## config.mk

```make
export PLATFORM = sky130hd
export DESIGN_NAME = comparator_arbiter_flat
export DESIGN_NICKNAME = d
export VERILOG_FILES = /design/src/rtl/comparator_arbiter_if.sv /design/src/rtl/comparator_arbiter.sv /design/src/flat_wrapper.sv
export SDC_FILE = /design/constraint.sdc
export NUM_CORES = 1
export LEC_CHECK = 0
export BUFFER_PORTS_ARGS = -buffer_cell sky130_fd_sc_hd__buf_4
export CAP_MARGIN = 20
export CORE_MARGIN = 2
export CORE_UTILIZATION = 51
export CTS_CLUSTER_SIZE = 14
export DETAILED_ROUTE_END_ITERATION = 7
export PLACE_DENSITY = 0.82
export RECOVER_POWER = 100
export SYNTH_ARGS = -nofsm -noshare
export SYNTH_HDL_FRONTEND = slang
export SYNTH_SLANG_ARGS = --single-unit
export TNS_END_PERCENT = 100
```

## constraint.sdc

```tcl
create_clock -name clk -period 2.45 [get_ports clk]
set_clock_uncertainty 0.15 [all_clocks]
set_input_delay 0.245 -clock clk [delete_from_list [all_inputs] [get_ports clk]]
set_output_delay 0.245 -clock clk [all_outputs]
set_load 0.02 [all_outputs]
```

## src/rtl/comparator_arbiter_if.sv

```systemverilog
// Request/response bundle for comparator_arbiter: two requesters (0 = branch unit,
// 1 = SLT/SLTU path), each with a valid/ready request channel and a valid/ready result channel.
interface comparator_arbiter_if #(
  parameter int WIDTH = 32,
  parameter int TAG_W = 4
);
  logic             req0_valid;
  logic             req0_ready;
  logic [WIDTH-1:0] req0_data1;
  logic [WIDTH-1:0] req0_data2;
  logic [2:0]       req0_func3;
  logic [TAG_W-1:0] req0_tag;

  logic             req1_valid;
  logic             req1_ready;
  logic [WIDTH-1:0] req1_data1;
  logic [WIDTH-1:0] req1_data2;
  logic [2:0]       req1_func3;
  logic [TAG_W-1:0] req1_tag;

  logic             rsp0_valid;
  logic             rsp0_ready;
  logic             rsp0_result;
  logic [TAG_W-1:0] rsp0_tag;

  logic             rsp1_valid;
  logic             rsp1_ready;
  logic             rsp1_result;
  logic [TAG_W-1:0] rsp1_tag;

  modport master (
    output req0_valid, req0_data1, req0_data2, req0_func3, req0_tag,
    output req1_valid, req1_data1, req1_data2, req1_func3, req1_tag,
    output rsp0_ready, rsp1_ready,
    input  req0_ready, req1_ready,
    input  rsp0_valid, rsp0_result, rsp0_tag,
    input  rsp1_valid, rsp1_result, rsp1_tag
  );

  modport slave (
    input  req0_valid, req0_data1, req0_data2, req0_func3, req0_tag,
    input  req1_valid, req1_data1, req1_data2, req1_func3, req1_tag,
    input  rsp0_ready, rsp1_ready,
    output req0_ready, req1_ready,
    output rsp0_valid, rsp0_result, rsp0_tag,
    output rsp1_valid, rsp1_result, rsp1_tag
  );
endinterface

```

## src/rtl/comparator_arbiter.sv

```systemverilog
// Two-port round-robin arbiter sharing one RV32I branch comparator through an S1/S2 pipeline.
// Define COMPARATOR_ARB_STATS_EN to add saturating grant/conflict counters.
module comparator_arbiter #(
  parameter int WIDTH = 32,
  parameter int TAG_W = 4
) (
  input  logic                 clk,
  input  logic                 rst_n,
  comparator_arbiter_if.slave  bus
`ifdef COMPARATOR_ARB_STATS_EN
  ,
  output logic [31:0]          stat_grant0,
  output logic [31:0]          stat_grant1,
  output logic [31:0]          stat_conflict
`endif
);

  typedef enum logic {
    PORT0 = 1'b0,
    PORT1 = 1'b1
  } port_e;

  logic             s1_valid_q, s1_valid_d;
  logic [WIDTH-1:0] s1_data1_q, s1_data1_d;
  logic [WIDTH-1:0] s1_data2_q, s1_data2_d;
  logic [2:0]       s1_func3_q, s1_func3_d;
  logic [TAG_W-1:0] s1_tag_q,   s1_tag_d;
  port_e            s1_src_q,   s1_src_d;

  logic             s2_valid_q,  s2_valid_d;
  logic             s2_result_q, s2_result_d;
  logic [TAG_W-1:0] s2_tag_q,    s2_tag_d;
  port_e            s2_src_q,    s2_src_d;

  port_e            last_grant_q, last_grant_d;

  port_e            grant;
  logic             s2_adv;
  logic             s1_adv;
  logic             ready0;
  logic             ready1;
  logic             acc0;
  logic             acc1;
  logic             accept;

  // Signed lt is derived from the MSBs first, falling back to the unsigned low bits.
  function automatic logic cmp_result(input logic [WIDTH-1:0] a,
                                      input logic [WIDTH-1:0] b,
                                      input logic [2:0]       f);
    logic eq;
    logic ult;
    logic slt;
    logic lt_sel;
    eq  = (a == b);
    ult = (a < b);
    if (a[WIDTH-1] != b[WIDTH-1]) slt = a[WIDTH-1];
    else                          slt = (a[WIDTH-2:0] < b[WIDTH-2:0]);
    lt_sel = f[1] ? ult : slt;
    return f[2] ? (lt_sel ^ f[0]) : (eq ^ f[0]);
  endfunction

  always_comb begin
    s2_adv = !s2_valid_q || ((s2_src_q == PORT1) ? bus.rsp1_ready : bus.rsp0_ready);
    s1_adv = !s1_valid_q || s2_adv;

    if (bus.req0_valid && bus.req1_valid) grant = (last_grant_q == PORT0) ? PORT1 : PORT0;
    else if (bus.req1_valid)              grant = PORT1;
    else                                  grant = PORT0;

    // Ready is held low while reset is asserted, even though the pipeline looks empty.
    ready0 = rst_n && s1_adv && (grant == PORT0);
    ready1 = rst_n && s1_adv && (grant == PORT1);
    acc0   = bus.req0_valid && ready0;
    acc1   = bus.req1_valid && ready1;
    accept = acc0 || acc1;
  end

  always_comb begin
    s1_valid_d   = s1_valid_q;
    s1_data1_d   = s1_data1_q;
    s1_data2_d   = s1_data2_q;
    s1_func3_d   = s1_func3_q;
    s1_tag_d     = s1_tag_q;
    s1_src_d     = s1_src_q;
    s2_valid_d   = s2_valid_q;
    s2_result_d  = s2_result_q;
    s2_tag_d     = s2_tag_q;
    s2_src_d     = s2_src_q;
    last_grant_d = last_grant_q;

    if (s1_adv) s1_valid_d = accept;
    if (accept) begin
      s1_src_d     = grant;
      last_grant_d = grant;
      if (grant == PORT1) begin
        s1_data1_d = bus.req1_data1;
        s1_data2_d = bus.req1_data2;
        s1_func3_d = bus.req1_func3;
        s1_tag_d   = bus.req1_tag;
      end else begin
        s1_data1_d = bus.req0_data1;
        s1_data2_d = bus.req0_data2;
        s1_func3_d = bus.req0_func3;
        s1_tag_d   = bus.req0_tag;
      end
    end

    if (s2_adv) begin
      s2_valid_d = s1_valid_q;
      if (s1_valid_q) begin
        s2_result_d = cmp_result(s1_data1_q, s1_data2_q, s1_func3_q);
        s2_tag_d    = s1_tag_q;
        s2_src_d    = s1_src_q;
      end
    end
  end

  always_ff @(posedge clk or negedge rst_n) begin
    if (!rst_n) begin
      s1_valid_q   <= 1'b0;
      s1_data1_q   <= '0;
      s1_data2_q   <= '0;
      s1_func3_q   <= '0;
      s1_tag_q     <= '0;
      s1_src_q     <= PORT0;
      s2_valid_q   <= 1'b0;
      s2_result_q  <= 1'b0;
      s2_tag_q     <= '0;
      s2_src_q     <= PORT0;
      last_grant_q <= PORT1;
    end else begin
      s1_valid_q   <= s1_valid_d;
      s1_data1_q   <= s1_data1_d;
      s1_data2_q   <= s1_data2_d;
      s1_func3_q   <= s1_func3_d;
      s1_tag_q     <= s1_tag_d;
      s1_src_q     <= s1_src_d;
      s2_valid_q   <= s2_valid_d;
      s2_result_q  <= s2_result_d;
      s2_tag_q     <= s2_tag_d;
      s2_src_q     <= s2_src_d;
      last_grant_q <= last_grant_d;
    end
  end

  assign bus.req0_ready  = ready0;
  assign bus.req1_ready  = ready1;
  assign bus.rsp0_valid  = s2_valid_q && (s2_src_q == PORT0);
  assign bus.rsp1_valid  = s2_valid_q && (s2_src_q == PORT1);
  assign bus.rsp0_result = s2_result_q;
  assign bus.rsp1_result = s2_result_q;
  assign bus.rsp0_tag    = s2_tag_q;
  assign bus.rsp1_tag    = s2_tag_q;

`ifdef COMPARATOR_ARB_STATS_EN
  logic [31:0] stat_grant0_q,   stat_grant0_d;
  logic [31:0] stat_grant1_q,   stat_grant1_d;
  logic [31:0] stat_conflict_q, stat_conflict_d;

  always_comb begin
    stat_grant0_d   = stat_grant0_q;
    stat_grant1_d   = stat_grant1_q;
    stat_conflict_d = stat_conflict_q;
    if (acc0 && (stat_grant0_q != '1)) stat_grant0_d = stat_grant0_q + 32'd1;
    if (acc1 && (stat_grant1_q != '1)) stat_grant1_d = stat_grant1_q + 32'd1;
    if (bus.req0_valid && bus.req1_valid && accept && (stat_conflict_q != '1))
      stat_conflict_d = stat_conflict_q + 32'd1;
  end

  always_ff @(posedge clk or negedge rst_n) begin
    if (!rst_n) begin
      stat_grant0_q   <= '0;
      stat_grant1_q   <= '0;
      stat_conflict_q <= '0;
    end else begin
      stat_grant0_q   <= stat_grant0_d;
      stat_grant1_q   <= stat_grant1_d;
      stat_conflict_q <= stat_conflict_d;
    end
  end

  assign stat_grant0   = stat_grant0_q;
  assign stat_grant1   = stat_grant1_q;
  assign stat_conflict = stat_conflict_q;
`endif

endmodule

```

## src/flat_wrapper.sv

```systemverilog
// flat-port wrapper written by rule: the top's interface ports become plain ports
module comparator_arbiter_flat 
#(
  parameter int WIDTH = 32,
  parameter int TAG_W = 4
)
  (clk, rst_n, bus_req0_valid, bus_req0_data1, bus_req0_data2, bus_req0_func3, bus_req0_tag, bus_req1_valid, bus_req1_data1, bus_req1_data2, bus_req1_func3, bus_req1_tag, bus_rsp0_ready, bus_rsp1_ready, bus_req0_ready, bus_req1_ready, bus_rsp0_valid, bus_rsp0_result, bus_rsp0_tag, bus_rsp1_valid, bus_rsp1_result, bus_rsp1_tag);
  comparator_arbiter_if #(.WIDTH(WIDTH), .TAG_W(TAG_W)) bus_i ();
  input  logic clk;
  input  logic rst_n;
  input wire logic [$bits(bus_i.req0_valid)-1:0] bus_req0_valid;
  input wire logic [$bits(bus_i.req0_data1)-1:0] bus_req0_data1;
  input wire logic [$bits(bus_i.req0_data2)-1:0] bus_req0_data2;
  input wire logic [$bits(bus_i.req0_func3)-1:0] bus_req0_func3;
  input wire logic [$bits(bus_i.req0_tag)-1:0] bus_req0_tag;
  input wire logic [$bits(bus_i.req1_valid)-1:0] bus_req1_valid;
  input wire logic [$bits(bus_i.req1_data1)-1:0] bus_req1_data1;
  input wire logic [$bits(bus_i.req1_data2)-1:0] bus_req1_data2;
  input wire logic [$bits(bus_i.req1_func3)-1:0] bus_req1_func3;
  input wire logic [$bits(bus_i.req1_tag)-1:0] bus_req1_tag;
  input wire logic [$bits(bus_i.rsp0_ready)-1:0] bus_rsp0_ready;
  input wire logic [$bits(bus_i.rsp1_ready)-1:0] bus_rsp1_ready;
  output wire logic [$bits(bus_i.req0_ready)-1:0] bus_req0_ready;
  output wire logic [$bits(bus_i.req1_ready)-1:0] bus_req1_ready;
  output wire logic [$bits(bus_i.rsp0_valid)-1:0] bus_rsp0_valid;
  output wire logic [$bits(bus_i.rsp0_result)-1:0] bus_rsp0_result;
  output wire logic [$bits(bus_i.rsp0_tag)-1:0] bus_rsp0_tag;
  output wire logic [$bits(bus_i.rsp1_valid)-1:0] bus_rsp1_valid;
  output wire logic [$bits(bus_i.rsp1_result)-1:0] bus_rsp1_result;
  output wire logic [$bits(bus_i.rsp1_tag)-1:0] bus_rsp1_tag;
  assign bus_i.req0_valid = bus_req0_valid;
  assign bus_i.req0_data1 = bus_req0_data1;
  assign bus_i.req0_data2 = bus_req0_data2;
  assign bus_i.req0_func3 = bus_req0_func3;
  assign bus_i.req0_tag = bus_req0_tag;
  assign bus_i.req1_valid = bus_req1_valid;
  assign bus_i.req1_data1 = bus_req1_data1;
  assign bus_i.req1_data2 = bus_req1_data2;
  assign bus_i.req1_func3 = bus_req1_func3;
  assign bus_i.req1_tag = bus_req1_tag;
  assign bus_i.rsp0_ready = bus_rsp0_ready;
  assign bus_i.rsp1_ready = bus_rsp1_ready;
  assign bus_req0_ready = bus_i.req0_ready;
  assign bus_req1_ready = bus_i.req1_ready;
  assign bus_rsp0_valid = bus_i.rsp0_valid;
  assign bus_rsp0_result = bus_i.rsp0_result;
  assign bus_rsp0_tag = bus_i.rsp0_tag;
  assign bus_rsp1_valid = bus_i.rsp1_valid;
  assign bus_rsp1_result = bus_i.rsp1_result;
  assign bus_rsp1_tag = bus_i.rsp1_tag;
  comparator_arbiter #(.WIDTH(WIDTH), .TAG_W(TAG_W)) u_core (.clk(clk), .rst_n(rst_n), .bus(bus_i));
endmodule
```

==> impl_metrics.json, run 1 <==
{
  "status": "finished clean",
  "synth_top_family_by_area": "multiplexers",
  "dp_hpwl_mm": 8.07,
  "synth-simple-area-share": 0.116,
  "start_kind": "flip-flop",
  "synth_enable_flop_cells": 0,
  "clock.fmax_mhz": 431,
  "hp-class": "in2reg",
  "globalplace.congestion": 0.753,
  "tightest_slew_ns": 0.866,
  "grt_start_max_net_pins": 101,
  "row_count": 34,
  "grt_overflow": 0,
  "drive_gt1_frac": 0.296,
  "yosys.area_share.adder": 0.0867,
  "drt_iter0_drc": 113,
  "synth_seq_cells": 81,
  "drv_slew": 0,
  "irDropWorstVdd_mv": 0.379,
  "core_area_um2": 8760,
  "switching_share": 0.379,
  "grt_pass1_vias": 3859,
  "synthTopCellsByArea": "dfrtp_1, mux2i_1, ha_1",
  "grt_pass1_wl_mm": 17.1,
  "slew-limit-headroom": 0.422,
  "arrival_ns": 2.40,
  "firstDrtPassIters": 4,
  "seq_area_frac_synth": 0.439,
  "fill_cells": 667,
  "cp_max_fo": 3,
  "synth.area.mux_share": 0.168,
  "p_int_mw": 3.07,
  "routed_wl_mm": 10.5,
  "combPwrFrac": 0.415,
  "syn_avg_cell_area_um2": 9.68,
  "p_total_mw": 4.95,
  "die_area_um2": 9830,
  "start_util": 0.527,
  "yosys.area_share.xor_xnor": 0,
  "grt_usage": 0.217,
  "final_common_cell": "buf_4",
  "post-route-min-period_ns": 2.32,
  "syn_to_final_growth_pct": 31.8,
  "io_buffers": 161,
  "cts_buffer_depth": 2,
  "dp_worst_setup_slack_ns": 0.135,
  "synth-main-ff-cell": "dfrtp_1",
  "critPathRequiredTime_ns": 2.53,
  "fin_ws_ns": 0.129,
  "clkPwrFrac": 0.182,
  "finalHoldViolations": 0,
  "vias": 3866,
  "syn-cell-area_um2": 4620,
  "clk_latency_ns": 0.35,
  "vias_per_cell": 5.22,
  "cts.reportedPaths.clkPinSlew_ns": 0.08,
  "numCtsBuffers": 9,
  "synth_top_area_cell": "dfrtp_1",
  "cts-htree-levels": 3,
  "crit_type": "reg2reg",
  "synth_top_area_frac": 0.433,
  "post_drt_wl_per_cell_um": 14.2,
  "yosys.cell_types.count": 41,
  "end_kind": "flip-flop",
  "ys_async_sr_fraction": 1.00,
  "root_buffer": "clkbuf_8",
  "p_per_area_nw_per_um2": 813,
  "fin_crit_sh": 0.947,
  "leakage_nw": 3.06,
  "diodes": 0,
  "nets": 807,
  "synth_fp_nets": 657,
  "yosysWarningCount": 0,
  "die_h_um": 99.2,
  "fp.dieW_um": 99.2,
  "synth_compound_area_frac": 0.133,
  "antenna_found_initial": 0,
  "netlist_instances": 477,
  "ant_nets": 0,
  "clkSinkCount": 81,
  "maxCapViolCount": 0,
  "p_switching_mw": 1.87,
  "setup_viol": 0,
  "drc": 0,
  "cts_tree": "done",
  "io_pins": 162,
  "final_cell_mix": "buf_4, nand2_1, dfrtp_1",
  "sequentialPowerShare": 0.403
}
## cell usage after synthesis, types with 2 or more instances
master / number
a211oi_1: 2
a21o_1: 4
a21oi_1: 11
and2_1: 2
and3_1: 4
buf_2: 14
buf_4: 5
clkbuf_1: 9
dfrtp_1: 80
ha_1: 32
inv_1: 32
mux2_2: 5
mux2i_1: 72
nand2_1: 81
nand2b_1: 3
nand3_1: 8
nand4_1: 7
nor2_1: 6
nor2b_1: 2
o21ai_0: 76
o21ai_1: 2
## power by group through the flow
stage | Clock [mW] | Sequential [mW] | Combinational [mW]
after global placement | 0 | 1.99 | 1.97
after detailed placement | 0 | 2.02 | 2.06
after global routing | 0.976 | 2.04 | 2.32
final | 0.902 | 1.99 | 2.05
after floorplan | 0 | 1.99 | 1.39
after CTS | 0.920 | 1.99 | 2.08
## repair_timing
action,4_1_cts,5_1_grt
hold buffers,1,0
endpoints found under the hold margin,16,0
setup endpoints to repair,0,1
buffers inserted,0,0
resized for setup,0,9
## worst max-delay path, stage by stage (launching register included)
cell	delay, ns
dfrtp_1	0.38
inv_1	0.09
ha_4	0.21
a21o_1	0.18
a21o_1	0.21
a2111oi_4	0.30
o21ai_1	0.10
a311oi_2	0.32
o31a_1	0.20
o31ai_2	0.06
## stage by stage
step            util  setup TNS (ns)  hold WS, ns  std cells  area, um^2
2_1_floorplan      -               0       -0.201        477        4620
3_3_place_gp   0.675               0     -0.00353        723        5920
3_5_place_dp   0.675               0     -0.00125        723        5920
4_1_cts        0.697               0       0.0159        740        6110
5_1_grt        0.694        -0.00673       0.0224        740        6090
6_report       0.694               0       0.0276        740        6090
## metal layers
metal | vias up | global-route usage | routed length [um] | share of wire
li1 | 1955 | - | - | -
met1 | 1785 | 0.266 | 4420 | 0.42
met2 | 107 | 0.373 | 5340 | 0.51
met3 | 19 | 0.0506 | 547 | 0.052
met4 | 0 | 0.0843 | 201 | 0.019
met5 | - | 0 | 0 | 0
## area by class of cell
type                       instances  area (um^2)  area share
clock inverter                     4         26.3     0.00432
tap                              108          135      0.0222
inverter                          32          120      0.0197
clock buffer                      12          155      0.0255
multi-input combinational        336         2390       0.393
sequential                        81         2030       0.333
timing repair buffer             167         1230       0.202
## cells by family after synthesis
family          count (synthesis)
fa+ha+maj                      32
compound gates                107
mux                            77
flops                          81
buf+inv                        60
simple gates                  120
## path summary, 6_finish.rpt
path	from	depth (start not counted)	slack [ns]	to
setup / recovery	u_core.s1_data2_q[13]	9	0.13	u_core.bus.rsp0_result
hold / removal	bus_req0_data2[8]	3	0.03	u_core.s1_data2_q[8]
setup reg to reg	u_core.s1_data2_q[13]	9	0.13	u_core.bus.rsp0_result
hold reg to reg	u_core.s1_tag_q[3]	2	0.33	u_core.s1_tag_q[3]
max in group asynchronous	rst_n	3	0.80	u_core.s1_data1_q[31]
min in group asynchronous	rst_n	2	0.17	u_core.s1_data2_q[27]
## sequential cells by signal, indices dropped and copies added, names as in the netlist
register / count
u_core.s1_data1_q: 32
u_core.s1_data2_q: 32
u_core.bus.rsp0_tag: 4
u_core.s1_tag_q: 4
u_core.s1_func3_q: 3
u_core.bus.rsp0_result: 1
u_core.last_grant_q: 1
u_core.s1_src_q: 1
u_core.s1_valid_q: 1
u_core.s2_src_q: 1
u_core.s2_valid_q: 1
(Power assumes the default switching activity.)
==> run 2: changes to the inputs <==
--- a/constraint.sdc
+++ b/constraint.sdc
@@ -3,3 +3,3 @@
 set_input_delay 0.245 -clock clk [delete_from_list [all_inputs] [get_ports clk]]
 set_output_delay 0.245 -clock clk [all_outputs]
-set_load 0.02 [all_outputs]
+set_load 0.01 [all_outputs]
==> impl_metrics.json, run 2 (same netlist as run 1, synthesis figures left out) <==
{
  "p_per_area_nw_per_um2": 820,
  "numCtsBuffers": 9,
  "status": "finished clean",
  "die_area_um2": 9830,
  "start_util": 0.527,
  "clkSinkCount": 81,
  "io_buffers": 161,
  "firstDrtPassIters": 4,
  "io_pins": 162,
  "p_switching_mw": 1.81,
  "final_util": 0.702,
  "place_inst": 726,
  "post-route-min-period_ns": 2.35,
  "hp-class": "in2reg",
  "slew-limit-headroom": 0.213,
  "grt_pass1_vias": 3964,
  "fill_cells": 664,
  "final_common_cell": "buf_4",
  "nets": 810,
  "vias_per_cell": 5.33,
  "globalplace.congestion": 0.734,
  "antenna_found_initial": 0,
  "p_total_mw": 5.04,
  "postCtsSetupBuffers": 0,
  "dp_hpwl_mm": 8.41,
  "top_regs": "u_core.s1_data1_q x32, u_core.s1_data2_q x32",
  "crit_slowest_cell": "dfrtp_1",
  "root_buffer": "clkbuf_8",
  "rrSetupSlack_ns": 0.1,
  "grt_start_max_net_pins": 64,
  "combPwrFrac": 0.389,
  "rr_worst_depth": 8,
  "clkPwrFrac": 0.216,
  "cts_buffer_depth": 2,
  "ant_nets": 0,
  "min_from": "bus_req0_tag[1]",
  "start_kind": "flip-flop",
  "arrival_ns": 2.47,
  "fin_cells": 743,
  "tightest_slew_ns": 1.18,
  "finalHoldViolations": 0,
  "final_cell_mix": "buf_4, nand2_1, dfrtp_1",
  "die_h_um": 99.2,
  "maxCapViolCount": 0,
  "cts-htree-levels": 3,
  "reg2reg_from": "u_core.s1_data2_q[29]",
  "syn_to_final_growth_pct": 33.1,
  "crit_type": "reg2reg",
  "leakage_nw": 3.11,
  "p_int_mw": 3.23,
  "row_count": 34,
  "core_area_um2": 8760,
  "setup_viol": 0,
  "drc": 0,
  "slowest_delay_ns": 0.36,
  "drt_iter0_drc": 140,
  "grt_usage": 0.221,
  "irDropWorstVdd_mv": 0.348,
  "end_kind": "flip-flop",
  "cts_tree": "done",
  "drv_slew": 0,
  "vias": 3963,
  "clock.fmax_mhz": 425,
  "post_drt_wl_per_cell_um": 14.5,
  "critPathRequiredTime_ns": 2.57,
  "tns_ns": 0,
  "cts.reportedPaths.clkPinSlew_ns": 0.09,
  "diodes": 0,
  "fin_crit_sh": 0.961,
  "drive_gt1_frac": 0.294,
  "worstReg2RegEnd": "u_core.bus.rsp0_result",
  "holdPathEnd": "u_core.s1_tag_q[1]",
  "switching_share": 0.360,
  "sequentialPowerShare": 0.395,
  "fp.dieW_um": 99.2,
  "grt_setup_unrepaired": "false",
  "cp_max_fo": 4,
  "clk_latency_ns": 0.36,
  "grt_pass1_wl_mm": 17.5,
  "crit_chain": "inv_1, ha_1, nand4_2, nor3_2, and3_1, a311oi_2, o31a_1, o31ai_2",
  "routed_wl_mm": 10.8,
  "hold-path-cell-count": 3,
  "grt_overflow": 0
}
run 2: per-stage QoR:
step / cell area (um^2) / hold WS, ns / setup slack, ns
2_1_floorplan: 4620 / -0.201 / 0.319
3_3_place_gp: 5960 / 0.00447 / 0.228
3_5_place_dp: 5960 / 0.00500 / 0.0877
4_1_cts: 6200 / 0.0206 / 0.0895
5_1_grt: 6150 / 0.0333 / 0.00692
6_report: 6150 / 0.0213 / 0.0954
run 2: layout make-up:
type | count | area (um^2) | area share
Multi-Input combinational cell | 336 | 2350 | 0.382
Inverter | 32 | 120 | 0.0195
Tap cell | 108 | 135 | 0.0220
Timing Repair Buffer | 170 | 1290 | 0.210
Sequential cell | 81 | 2030 | 0.330
Clock buffer | 9 | 124 | 0.0201
Clock inverter | 7 | 101 | 0.0165
run 2: layer usage:
| metal | vias to the layer above | GRT usage | part of all wire |
|---|---|---|---|
| li1 | 1970 | - | - |
| met3 | 15 | 0.0295 | 0.048 |
| met4 | 0 | 0.0780 | 0.013 |
| met5 | - | 0 | 0 |
| met1 | 1872 | 0.271 | 0.41 |
| met2 | 106 | 0.399 | 0.53 |
run 2: timing repair:
item	4_1_cts	5_1_grt
hold buffers	1	0
setup endpoints to repair	0	1
endpoints found under the hold margin	18	0
gates resized for setup	0	2
run 2: worst max-delay path by stage:
stage                               start                endpoint  slack [ns]  cells past startpoint
detailed placement  u_core.s1_data2_q[13]  u_core.bus.rsp0_result        0.09                      9
global placement    u_core.s1_data2_q[28]  u_core.bus.rsp0_result        0.23                      9
floorplan           u_core.s1_data2_q[13]  u_core.bus.rsp0_result        0.32                      9
global route        u_core.s1_data2_q[29]  u_core.bus.rsp0_result       0.007                      8
finish              u_core.s1_data2_q[29]  u_core.bus.rsp0_result         0.1                      8
CTS                 u_core.s1_data2_q[13]  u_core.bus.rsp0_result        0.09                      9
run 2: power by group through the flow:
| stage | combinational [mW] | clock, mW | sequential, mW |
|---|---|---|---|
| 2_1_floorplan | 1.34 | 0 | 1.96 |
| 3_3_place_gp | 1.91 | 0 | 1.99 |
| 3_5_place_dp | 2.02 | 0 | 2.02 |
| 4_1_cts | 2.04 | 1.10 | 2.00 |
| 5_1_grt | 2.20 | 1.16 | 2.05 |
| 6_report | 1.96 | 1.09 | 1.99 |
run 2: worst max-delay path: cells and delay by family, from the launching register on:
family	cells	cell delay, ns
simple gates	3	0.72
buf+inv	1	0.04
fa+ha+maj	1	0.31
flops	1	0.36
compound gates	3	0.69
==> run 3: changes to the inputs <==
CORE_ASPECT_RATIO = 1.5   (was default)
==> impl_metrics.json, run 3 (same netlist as run 1, synthesis figures left out) <==
{
  "top_regs": "u_core.s1_data1_q x32, u_core.s1_data2_q x32",
  "crit_slowest_cell": "dfrtp_1",
  "diodes": 0,
  "place_inst": 724,
  "finalHoldViolations": 0,
  "critical-path-top-delay-family": "compound AO/OA/AOI/OAI gates",
  "critPathRequiredTime_ns": 2.51,
  "syn_to_final_growth_pct": 32.3,
  "cts-htree-levels": 3,
  "grt_pass1_wl_mm": 17.7,
  "clk_latency_ns": 0.33,
  "globalplace.congestion": 0.811,
  "firstDrtPassIters": 4,
  "final_common_cell": "buf_4",
  "grt_pass1_vias": 4105,
  "fin_cells": 738,
  "p_per_area_nw_per_um2": 835,
  "combPwrFrac": 0.378,
  "cts_tree": "done",
  "start_util": 0.523,
  "p_switching_mw": 1.78,
  "die_h_um": 121,
  "final_util": 0.692,
  "cts.reportedPaths.clkPinSlew_ns": 0.06,
  "dp_hpwl_mm": 8.28,
  "irDropWorstVdd_mv": 0.505,
  "fp.dieW_um": 81.7,
  "status": "finished clean",
  "clkSinkCount": 81,
  "crit_top_cell": "a21o_1",
  "fill_cells": 698,
  "post_drt_wl_per_cell_um": 14.8,
  "numCtsBuffers": 9,
  "grt_overflow": 0,
  "p_int_mw": 3.32,
  "ant_nets": 0,
  "hp-class": "in2reg",
  "maxCapViolCount": 0,
  "core_area_um2": 8830,
  "slowest_delay_ns": 0.34,
  "crit_buf_inv": 1,
  "grt_start_max_net_pins": 146,
  "vias_per_cell": 5.39,
  "sequentialPowerShare": 0.391,
  "clock.fmax_mhz": 423,
  "start_kind": "flip-flop",
  "p_total_mw": 5.10,
  "arrival_ns": 2.42,
  "tightest_slew_ns": 1.06,
  "drc": 0,
  "routed_wl_mm": 11.0,
  "clkPwrFrac": 0.231,
  "row_count": 42,
  "fin_crit_sh": 0.965,
  "end_kind": "flip-flop",
  "final_cell_mix": "buf_4, nand2_1, dfrtp_1",
  "cts_buffer_depth": 2,
  "post-route-min-period_ns": 2.36,
  "cp_max_fo": 3,
  "crit_type": "reg2reg",
  "slew-limit-headroom": 0.292,
  "die_area_um2": 9850,
  "io_buffers": 161,
  "switching_share": 0.349,
  "root_buffer": "clkbuf_16",
  "crit_chain": "inv_1, ha_1, a21o_1, a21o_1, a2111oi_2, o21ai_1, a311oi_2, o31a_1, o31ai_2",
  "nets": 806,
  "grt_usage": 0.232,
  "drv_slew": 0,
  "io_pins": 162,
  "setup_viol": 0,
  "antenna_found_initial": 0,
  "drive_gt1_frac": 0.283,
  "drt_iter0_drc": 214,
  "leakage_nw": 3.09,
  "vias": 3979
}
-- run 3: cell count changes in the layout (fill, tap and decap cells not counted), moves of 2 or more --
cell,before,now
clkbuf_16,0,9
bufinv_16,2,0
clkbuf_8,9,1
inv_6,2,0
clkinvlp_4,2,0
buf_12,5,2
-- run 3: final timing paths --
path	start	to	slack, ns	cells after the start
worst max-delay path	u_core.s1_data2_q[13]	u_core.bus.rsp0_result	0.09	9
worst min-delay path	bus_req0_tag[0]	u_core.s1_tag_q[0]	0.05	3
worst max register to register	u_core.s1_data2_q[13]	u_core.bus.rsp0_result	0.09	9
worst min register to register	u_core.s1_tag_q[3]	u_core.s1_tag_q[3]	0.33	2
max in group asynchronous	rst_n	u_core.s1_data1_q[24]	0.63	3
min in group asynchronous	rst_n	u_core.last_grant_q	0.39	2
-- run 3: area by class of cell --
class | instances | area, um^2 | share of cell area
Multi-Input combinational cell | 336 | 2350 | 0.384
Tap cell | 110 | 138 | 0.0225
Clock inverter | 1 | 5.00 | 0.000819
Clock buffer | 12 | 246 | 0.0404
Sequential cell | 81 | 2030 | 0.332
Timing Repair Buffer | 166 | 1220 | 0.201
Inverter | 32 | 120 | 0.0197
-- run 3: power by group through the flow --
| stage | registers, mW | logic (mW) | clock network [mW] |
|---|---|---|---|
| after floorplan | 1.96 | 1.34 | 0 |
| after global placement | 1.99 | 1.88 | 0 |
| after detailed placement | 2.01 | 1.98 | 0 |
| after CTS | 2.00 | 2.01 | 1.19 |
| after global routing | 2.05 | 2.20 | 1.25 |
| final | 1.99 | 1.93 | 1.18 |
-- run 3: through the flow --
step / setup WS [ns] / setup TNS [ns] / hold WS, ns / cell area, um^2
final: 0.0863 / 0 / 0.0469 / 6110
after CTS: 0.107 / 0 / 0.0483 / 6160
after floorplan: 0.319 / 0 / -0.201 / 4620
after global routing: -0.0709 / -0.0709 / 0.0604 / 6110
after detailed placement: 0.119 / 0 / 0.0839 / 5900
after global placement: 0.226 / 0 / 0.0808 / 5900
-- run 3: per-layer routing --
metal / wire (um) / up-vias / track usage / part of all wire
met3: 488 / 32 / 0.0299 / 0.045
met2: 6140 / 127 / 0.422 / 0.56
li1: - / 1952 / - / -
met5: 0 / - / 0 / 0
met4: 351 / 0 / 0.117 / 0.032
met1: 3970 / 1868 / 0.257 / 0.36
-- run 3: timing repair --
action	CTS	global route
hold endpoints to repair	1	0
setup buffers	0	0
setup endpoints to repair	0	1
resized for setup	0	2
hold buffers	1	0
-- run 3: worst reg2reg max path: stages (launching register included) --
cell	delay, ns
dfrtp_1	0.34
inv_1	0.05
ha_1	0.31
a21o_1	0.19
a21o_1	0.21
a2111oi_2	0.32
o21ai_1	0.16
a311oi_2	0.26
o31a_1	0.19
o31ai_2	0.06
